--- src/rtl/uart_pkg.sv ---
// Shared UART definitions: receiver/transmitter state encoding, parity modes
// and the 3-sample majority helper used by the oversampling receiver.
package uart_pkg;

    typedef enum logic [2:0] {
        ST_IDLE,
        ST_START,
        ST_DATA,
        ST_PARITY,
        ST_STOP
    } uart_state_t;

    localparam int PAR_NONE = 0;
    localparam int PAR_EVEN = 1;
    localparam int PAR_ODD  = 2;

    function automatic logic majority3(input logic a, input logic b, input logic c);
        return (a & b) | (a & c) | (b & c);
    endfunction

endpackage

--- src/rtl/uart_rx_sampler.sv ---
// Line front end: synchronises the asynchronous rxd pin and votes the bit value
// from three consecutive mid-bit samples. The first two samples are captured on
// the strobes; the third is the live synchronised line on the decision tick.
module uart_rx_sampler
    import uart_pkg::*;
#(
    parameter int SYNC_STAGES = 2
) (
    input  logic clk,
    input  logic rst,
    input  logic rxd,
    input  logic samp_lo,
    input  logic samp_mid,
    output logic s_rxd,
    output logic bit_val
);

    logic [SYNC_STAGES-1:0] sync;
    logic                   v_lo;
    logic                   v_mid;

    // Metastability chain; reset to the idle-high line level.
    // NOTE: clocked state is always written with <= so every flop samples pre-edge values.
    always_ff @(posedge clk) begin
        if (rst) begin
            sync <= '1;
        end else begin
            sync <= {sync[SYNC_STAGES-2:0], rxd};
        end
    end

    assign s_rxd = sync[SYNC_STAGES-1];

    // Hold the first two mid-bit samples until the deciding third sample.
    always_ff @(posedge clk) begin
        if (rst) begin
            v_lo  <= 1'b1;
            v_mid <= 1'b1;
        end else begin
            if (samp_lo)  v_lo  <= s_rxd;
            if (samp_mid) v_mid <= s_rxd;
        end
    end

    assign bit_val = majority3(v_lo, v_mid, s_rxd);

endmodule

--- src/rtl/uart_rx_core.sv ---
// Oversampling UART receiver: frame FSM, tick/bit counters, shift register,
// parity accumulation and a one-entry valid/ready output buffer with overrun.
module uart_rx_core
    import uart_pkg::*;
#(
    parameter int DATA_BITS   = 8,
    parameter int OVERSAMPLE  = 16,
    parameter int PARITY      = 0,
    parameter int STOP_BITS   = 1,
    parameter int SYNC_STAGES = 2
) (
    input  logic                 clk,
    input  logic                 rst,
    input  logic                 en,
    input  logic                 baud_tick,
    input  logic                 rxd,
    output logic [DATA_BITS-1:0] rx_data,
    output logic                 rx_valid,
    input  logic                 rx_ready,
    output logic                 parity_err,
    output logic                 frame_err,
    output logic                 overrun,
    output logic                 busy
);

    localparam int CNT_W = $clog2(OVERSAMPLE);
    localparam int IDX_W = $clog2(DATA_BITS);
    localparam int MID   = OVERSAMPLE / 2;

    localparam logic [CNT_W-1:0] CNT_LO   = CNT_W'(MID - 1);
    localparam logic [CNT_W-1:0] CNT_MID  = CNT_W'(MID);
    localparam logic [CNT_W-1:0] CNT_HI   = CNT_W'(MID + 1);
    localparam logic [CNT_W-1:0] CNT_LAST = CNT_W'(OVERSAMPLE - 1);
    localparam logic [IDX_W-1:0] IDX_LAST = IDX_W'(DATA_BITS - 1);
    localparam logic             STOP_LAST = 1'(STOP_BITS - 1);

    uart_state_t          state;
    logic [CNT_W-1:0]     cnt;
    logic [IDX_W-1:0]     bit_idx;
    logic                 stop_idx;
    logic [DATA_BITS-1:0] shift;
    logic                 par_acc;
    logic                 pend_perr;
    logic                 pend_ferr;

    logic s_rxd;
    logic bit_val;
    logic active;
    logic samp_lo;
    logic samp_mid;
    logic decide;
    logic bit_end;
    logic frame_done;
    logic par_exp;

    assign active     = (state != ST_IDLE);
    assign samp_lo    = active & en & baud_tick & (cnt == CNT_LO);
    assign samp_mid   = active & en & baud_tick & (cnt == CNT_MID);
    assign decide     = active & en & baud_tick & (cnt == CNT_HI);
    assign bit_end    = active & en & baud_tick & (cnt == CNT_LAST);
    assign frame_done = decide & (state == ST_STOP) & (stop_idx == STOP_LAST);
    assign par_exp    = (PARITY == PAR_ODD) ? ~par_acc : par_acc;
    assign busy       = active;

    uart_rx_sampler #(
        .SYNC_STAGES(SYNC_STAGES)
    ) u_sampler (
        .clk      (clk),
        .rst      (rst),
        .rxd      (rxd),
        .samp_lo  (samp_lo),
        .samp_mid (samp_mid),
        .s_rxd    (s_rxd),
        .bit_val  (bit_val)
    );

    // Frame FSM with tick counter, bit counters, shift register and pending error flags.
    always_ff @(posedge clk) begin
        if (rst) begin
            state     <= ST_IDLE;
            cnt       <= '0;
            bit_idx   <= '0;
            stop_idx  <= 1'b0;
            shift     <= '0;
            par_acc   <= 1'b0;
            pend_perr <= 1'b0;
            pend_ferr <= 1'b0;
        end else if (!en) begin
            state    <= ST_IDLE;
            cnt      <= '0;
            bit_idx  <= '0;
            stop_idx <= 1'b0;
        end else begin
            if (active && baud_tick) begin
                cnt <= (cnt == CNT_LAST) ? '0 : cnt + 1'b1;
            end
            unique case (state)
                ST_IDLE: begin
                    // The detecting tick is count 0, so the following tick is count 1.
                    if (baud_tick && !s_rxd) begin
                        state     <= ST_START;
                        cnt       <= CNT_W'(1);
                        bit_idx   <= '0;
                        stop_idx  <= 1'b0;
                        par_acc   <= 1'b0;
                        pend_perr <= 1'b0;
                        pend_ferr <= 1'b0;
                    end
                end
                ST_START: begin
                    if (decide && bit_val) begin
                        state <= ST_IDLE;
                        cnt   <= '0;
                    end else if (bit_end) begin
                        state <= ST_DATA;
                    end
                end
                ST_DATA: begin
                    if (decide) begin
                        shift   <= {bit_val, shift[DATA_BITS-1:1]};
                        par_acc <= par_acc ^ bit_val;
                    end
                    if (bit_end) begin
                        if (bit_idx == IDX_LAST) begin
                            state <= (PARITY == PAR_NONE) ? ST_STOP : ST_PARITY;
                        end else begin
                            bit_idx <= bit_idx + 1'b1;
                        end
                    end
                end
                ST_PARITY: begin
                    if (decide && (bit_val != par_exp)) pend_perr <= 1'b1;
                    if (bit_end) state <= ST_STOP;
                end
                ST_STOP: begin
                    if (decide) begin
                        if (!bit_val) pend_ferr <= 1'b1;
                        // Return mid-bit on the last stop bit so a back-to-back start edge is seen.
                        if (stop_idx == STOP_LAST) begin
                            state <= ST_IDLE;
                            cnt   <= '0;
                        end
                    end
                    if (bit_end) stop_idx <= 1'b1;
                end
                default: state <= ST_IDLE;
            endcase
        end
    end

    // One-entry output buffer: load on completion when free or being drained, else flag overrun.
    always_ff @(posedge clk) begin
        if (rst) begin
            rx_data    <= '0;
            rx_valid   <= 1'b0;
            parity_err <= 1'b0;
            frame_err  <= 1'b0;
            overrun    <= 1'b0;
        end else begin
            overrun <= 1'b0;
            if (rx_valid && rx_ready) rx_valid <= 1'b0;
            if (frame_done) begin
                if (!rx_valid || rx_ready) begin
                    rx_data    <= shift;
                    parity_err <= pend_perr;
                    frame_err  <= pend_ferr | ~bit_val;
                    rx_valid   <= 1'b1;
                end else begin
                    overrun <= 1'b1;
                end
            end
        end
    end

endmodule

--- config.mk ---
export PLATFORM = sky130hd
export DESIGN_NAME = uart_rx_core
export DESIGN_NICKNAME = d
export VERILOG_FILES = /design/src/rtl/uart_pkg.sv /design/src/rtl/uart_rx_sampler.sv /design/src/rtl/uart_rx_core.sv
export SDC_FILE = /design/constraint.sdc
export NUM_CORES = 1
export LEC_CHECK = 0
export BUFFER_PORTS_ARGS = -buffer_cell sky130_fd_sc_hd__buf_2
export CAP_MARGIN = 10
export CORE_UTILIZATION = 40
export CTS_BUF_LIST = sky130_fd_sc_hd__clkbuf_4 sky130_fd_sc_hd__clkbuf_8
export CTS_CLUSTER_DIAMETER = 30
export CTS_CLUSTER_SIZE = 16
export DETAILED_ROUTE_END_ITERATION = 12
export MAX_ROUTING_LAYER = met4
export SLEW_MARGIN = 20
export SYNTH_ARGS = -nofsm -noshare
export SYNTH_HDL_FRONTEND = slang
export SYNTH_SLANG_ARGS = --single-unit
--- constraint.sdc ---
create_clock -name clk -period 2.8 [get_ports clk]
set_clock_uncertainty 0.15 [all_clocks]
set_input_delay 0 -clock clk [delete_from_list [all_inputs] [get_ports clk]]
set_output_delay 0 -clock clk [all_outputs]
set_load 0.01 [all_outputs]
After elaboration in Yosys (flattened, before gate mapping)
Index checks and enable logic that the tools add are counted.
{ "totals": {"reg_bits": 38, "output_inout_bits": 13, "wordCells": 116} }
{ "op_classes": {"addsub": 2, "n_eq_ne": 22, "muxes": 34, "n_bitwise": 19, "n_reduce_logical": 23} }
{ "op_table": {"columns": ["op", "n"], "rows": [
  ["$mux 3", 11],
  ["$mux 4", 6],
  ["$ne 2x2->1 const B", 11],
  ["$pmux 3 s5", 1],
  ["$eq 4x4->1 const B", 3],
  ["$pmux 4 s3", 1],
  ["$reduce_and 4->1", 3],
  ["$and 1x1->1", 11],
  ["$mux 1", 10],
  ["$pmux 1 s2", 4],
  ["$reduce_and 7->1", 1],
  ["$eq 3x2->1 const B", 2],
  ["$eq 3x3->1 const B", 2],
  ["$pmux 3 s2", 1],
  ["$reduce_and 3->1", 2],
  ["$reduce_bool 2->1", 3],
  ["$logic_and 1x1->1", 5],
  ["$reduce_and 5->1", 1],
  ["$add 4x1->4 const B", 1],
  ["$eq 4x3->1 const B", 1],
  ["$not 1->1", 4],
  ["$reduce_or 2->1", 2],
  ["$add 3x1->3 const B", 1],
  ["$eq 3x1->1 const B", 1],
  ["other kinds (9)", 12]
]} }

Depth between registers and ports, before layout
{ "depth": {"ltp_word": 8, "depth_mapped": 7} }

By module
From an unflattened synthesis, not the netlist that was laid out.
{ "unflattened": {"hier_cells": 203, "area_unflattened_um2": 1901.8} }
{ "modules_own_cells": {"columns": ["module", "instances", "cells_each", "area_per_inst_um2", "seq_area_each_um2"], "rows": [
  ["uart_rx_core", 1, 192, 1767.9, 680.7],
  ["uart_rx_sampler", 1, 11, 133.9, 80.1]
]} }

Worst setup path after synthesis
Ideal clock, no wire load.
{ "synth_path": {"path_kind": "reg2reg", "from": "register cnt[0]", "to": "register frame_err", "arrival_ns": 1.454, "required_ns": 2.527, "slack_ns": 1.072, "path_stages_with_launch": 6, "path_buffers": 1, "path_cell_list": "dfxtp_1 -> ha_1 -> nand4b_1 -> nor3b_2 -> buf_6 -> mux2_1"} }
{ "synth_between": {"elab_chain_cells": 5} }
{ "synth_lines": {"columns": ["item", "line_no", "rtl"], "rows": [
  ["from (decl)", "uart_rx_core.sv:38", "logic [CNT_W-1:0] cnt;"],
  ["from (signal assigned)", "uart_rx_core.sv:95", "cnt <= (cnt == CNT_LAST) ? '0 : cnt + 1'b1;"],
  ["$eq 4x4->1", "uart_rx_core.sv:59", "assign decide = active & en & baud_tick & (cnt == CNT_HI);"],
  ["$and 1x1->1", "uart_rx_core.sv:59", null],
  ["$and 1x1->1 (2 in a row)", "uart_rx_core.sv:61", "assign frame_done = decide & (state == ST_STOP) & (stop_idx == STOP_LAST);"],
  ["$reduce_and 2->1 (no source line)", null, null],
  ["to (signal assigned)", "uart_rx_core.sv:166", "frame_err <= pend_ferr | ~bit_val;"],
  ["to (decl)", "uart_rx_core.sv:21", "output logic frame_err,"]
]} }
No other way between the ends.
A chain may end at the register's enable or synchronous reset.

Worst setup path in the final report
{ "layout_path": {"from": "register state[2]", "to": "register rx_data[6]"} }
{ "layout_between": {"elab_chain_cells": 7, "elab_cells_between_ends": 8, "classes_between": "eq/ne (1); bitwise (5); reduce/logical (2)"} }
{ "layout_lines": {"columns": ["item", "line_no", "rtl"], "rows": [
  ["from (decl)", "uart_rx_core.sv:37", "uart_state_t state;"],
  ["from (signal assigned)", "uart_rx_core.sv:125", "state <= (PARITY == PAR_NONE) ? ST_STOP : ST_PARITY;"],
  ["$reduce_bool 3->1", "uart_rx_core.sv:56", "assign active = (state != ST_IDLE);"],
  ["$and 1x1->1 (3 in a row)", "uart_rx_core.sv:59", null],
  ["$and 1x1->1 (*) (2 in a row)", "uart_rx_core.sv:61", null],
  ["$reduce_and 2->1 (no source line) (*)", null, null],
  ["to (signal assigned)", "uart_rx_core.sv:164", "rx_data <= shift;"],
  ["to (decl)", "uart_rx_core.sv:17", "output logic [DATA_BITS-1:0] rx_data,"]
]} }
Every way passes the cells marked *; elsewhere a longest branch is shown, timed or not.

==> metrics <==
outcome complete, no violations; share of cells above drive strength 1 0.167; CP bufs+invs 1; Die Area 4940 sq um; Slew HR 0.598; vias in the first global route 1,482; Ys Warns 0; worst skew pair latency 0.29 ns; first-pass GRT wire length 7040 um; most frequent cells in the layout dfxtp_1 (38), nand2b_1 (24), buf_2 (18); Util after Layout 0.481; dpl cells 269; Design Power 1.05 mW; placement-stage cell area 1980 sq um; core area 4410 sq um; Die Width 70.3 um; FILL cells 449; post_cts resized 0; Slew Limit Fails 0; GRT overflow 0; Post-synth EDFFs 0; area grow syn2layout 13.8%; vias post-DR 1,539; endpoints failing hold 0; Wirelength per Cell 14.1 um; post-DR vias/cell 5.50; critical path's top delay family simple AND/OR/NAND/NOR gates; CTS buffer count 5; number of antenna violations at the first check in global routing 0; Setup CP Type register to register; Final period util 0.846; Max Fclk 422 MHz; post-route ant nets 0; Clock Pin Slew Worst Setup and Hold Paths 0.08 ns; Net Count, Synth 219; Synth Cell Area 1870 sq um; Power Dens Cells 494 nW/um^2; GRT Util Overall 0.183; Critical Path Slowest Stage Cell dfxtp_1; Leakage 0.798 nW; First DRT Iteration DRCs 95; Fin Hold WS 0.0360 ns; H-tree Lvls 2; number of distinct library cells after synthesis 46; DP Wirelength 2720 um; Period minus WS final 2.37 ns; I/O pin total 19; Async SR Flop Fraction 0; CP max stage delay 0.58 ns; Fin Setup TNS 0 ns; initial core utilization 0.423; IO buf count 18; CTS tree built; NumNets Final 238; Design Area, Final 2120 sq um; worst hold path type input port to register; CP Cell Sequence o31a_2, nand4b_1, nor3b_2, buf_4, mux2i_1; Clock Tree Root clkbuf_8; Critical Path Source Type register; Synth Flop Type dfxtp_1; Post-route DRC 0; Crit. End Element register; setup bufs post-CTS 0; pin count of the biggest net entering global routing 40; Peak supply drop 232 uV; row cnt 24; chip height 70.3 um; worst path required time 2.88 ns; number of diodes 0; pre-CTS setup slack 0.457 ns; Max Cap Viol 0; RSZ-0062 raised after global routing false; commonest non-fill, non-tap cell in the layout dfxtp_1; clk sinks 38; First-pass DRT Iterations 4; clk buf depth 2; average size of a mapped cell 8.97 sq um; sequential fraction of the synthesis area 0.408; final setup fails 0; CP Data Arrival Time 2.45 ns; gpl congestion 0.982; Tightest Pin Transition 0.600 ns; setup ws final 0.430 ns; synthesized instance count 208; Post-Route WL 3940 um; Final Non-Filler Cells 280; CP Max Fanout 13; #FFs+latches synth 38
tightest hold or removal path, delay by kind of cell:
kind / cells / cell delay (ns)
AO/OA/AOI/OAI: 1 / 0.11
buffers and inverters: 1 / 0.16
AND/OR/NAND/NOR: 1 / 0.10
XOR/XNOR: 1 / 0.07
logic make-up after synthesis:
group	Yosys count	synth area share
AND/OR/NAND/NOR	83	0.260
AO/OA/AOI/OAI	49	0.168
flip-flops	38	0.408
XOR/XNOR	3	0.0141
multiplexers	12	0.0651
adder cells (fa/ha/maj)	6	0.0389
buffers and inverters	17	0.0463
cell usage after synthesis, drive strengths merged (4+ instances only):
cell,number,area (sq um)
buf,7,48.8
ha,5,62.6
nand3,4,20.0
nand2b,24,150
clkbuf,6,22.5
nor2,11,41.3
inv,4,15.0
mux2i,11,110
a31oi,4,25.0
a21oi,13,65.1
o21ai,13,65.1
dfxtp,38,761
nand2,16,60.1
worst paths after layout:
kind	from	end	slack, ns	cells past startpoint
min reg2reg	u_sampler.sync[0]	u_sampler.sync[1]	0.27	1
min	en	bit_idx[0]	0.04	4
max reg2reg	state[2]	rx_data[6]	0.43	5
max	state[2]	rx_data[6]	0.43	5
power by group:
group	internal (mW)	switching [mW]	leakage, nW
registers	0.542	0.00162	0.307
clock network	0.265	0.203	0.0504
logic	0.0166	0.0213	0.442
state kept, by name (all words and copies together) (netlist names), 2 cells and up:
signal / cells
shift: 8
cnt: 4
u_sampler.sync: 2
rx_data: 8
bit_idx: 3
state: 3
timing repair:
action / CTS / global route
hold endpoints to repair: 4 / 0
hold buffers: 3 / 0
endpoints found under the setup margin: 0 / 0
routing by layer:
layer / vias up / GRT usage / share of wire
li1: 783 / - / -
met1: 717 / 0.252 / 0.51
met2: 34 / 0.262 / 0.44
met3: 5 / 0.0361 / 0.039
met4: 0 / 0.0689 / 0.011
met5: - / - / 0
layout make-up:
| type | instances | area, sq um | share of cell area |
|---|---|---|---|
| inverter | 4 | 15.0 | 0.00707 |
| sequential | 38 | 761 | 0.358 |
| multi-input combinational | 153 | 1020 | 0.480 |
| clock inverter | 3 | 45.0 | 0.0212 |
| timing repair buffer | 25 | 150 | 0.0707 |
| clock buffer | 5 | 68.8 | 0.0324 |
| tap | 52 | 65.1 | 0.0306 |
Power figures use the tool's default switching activity.
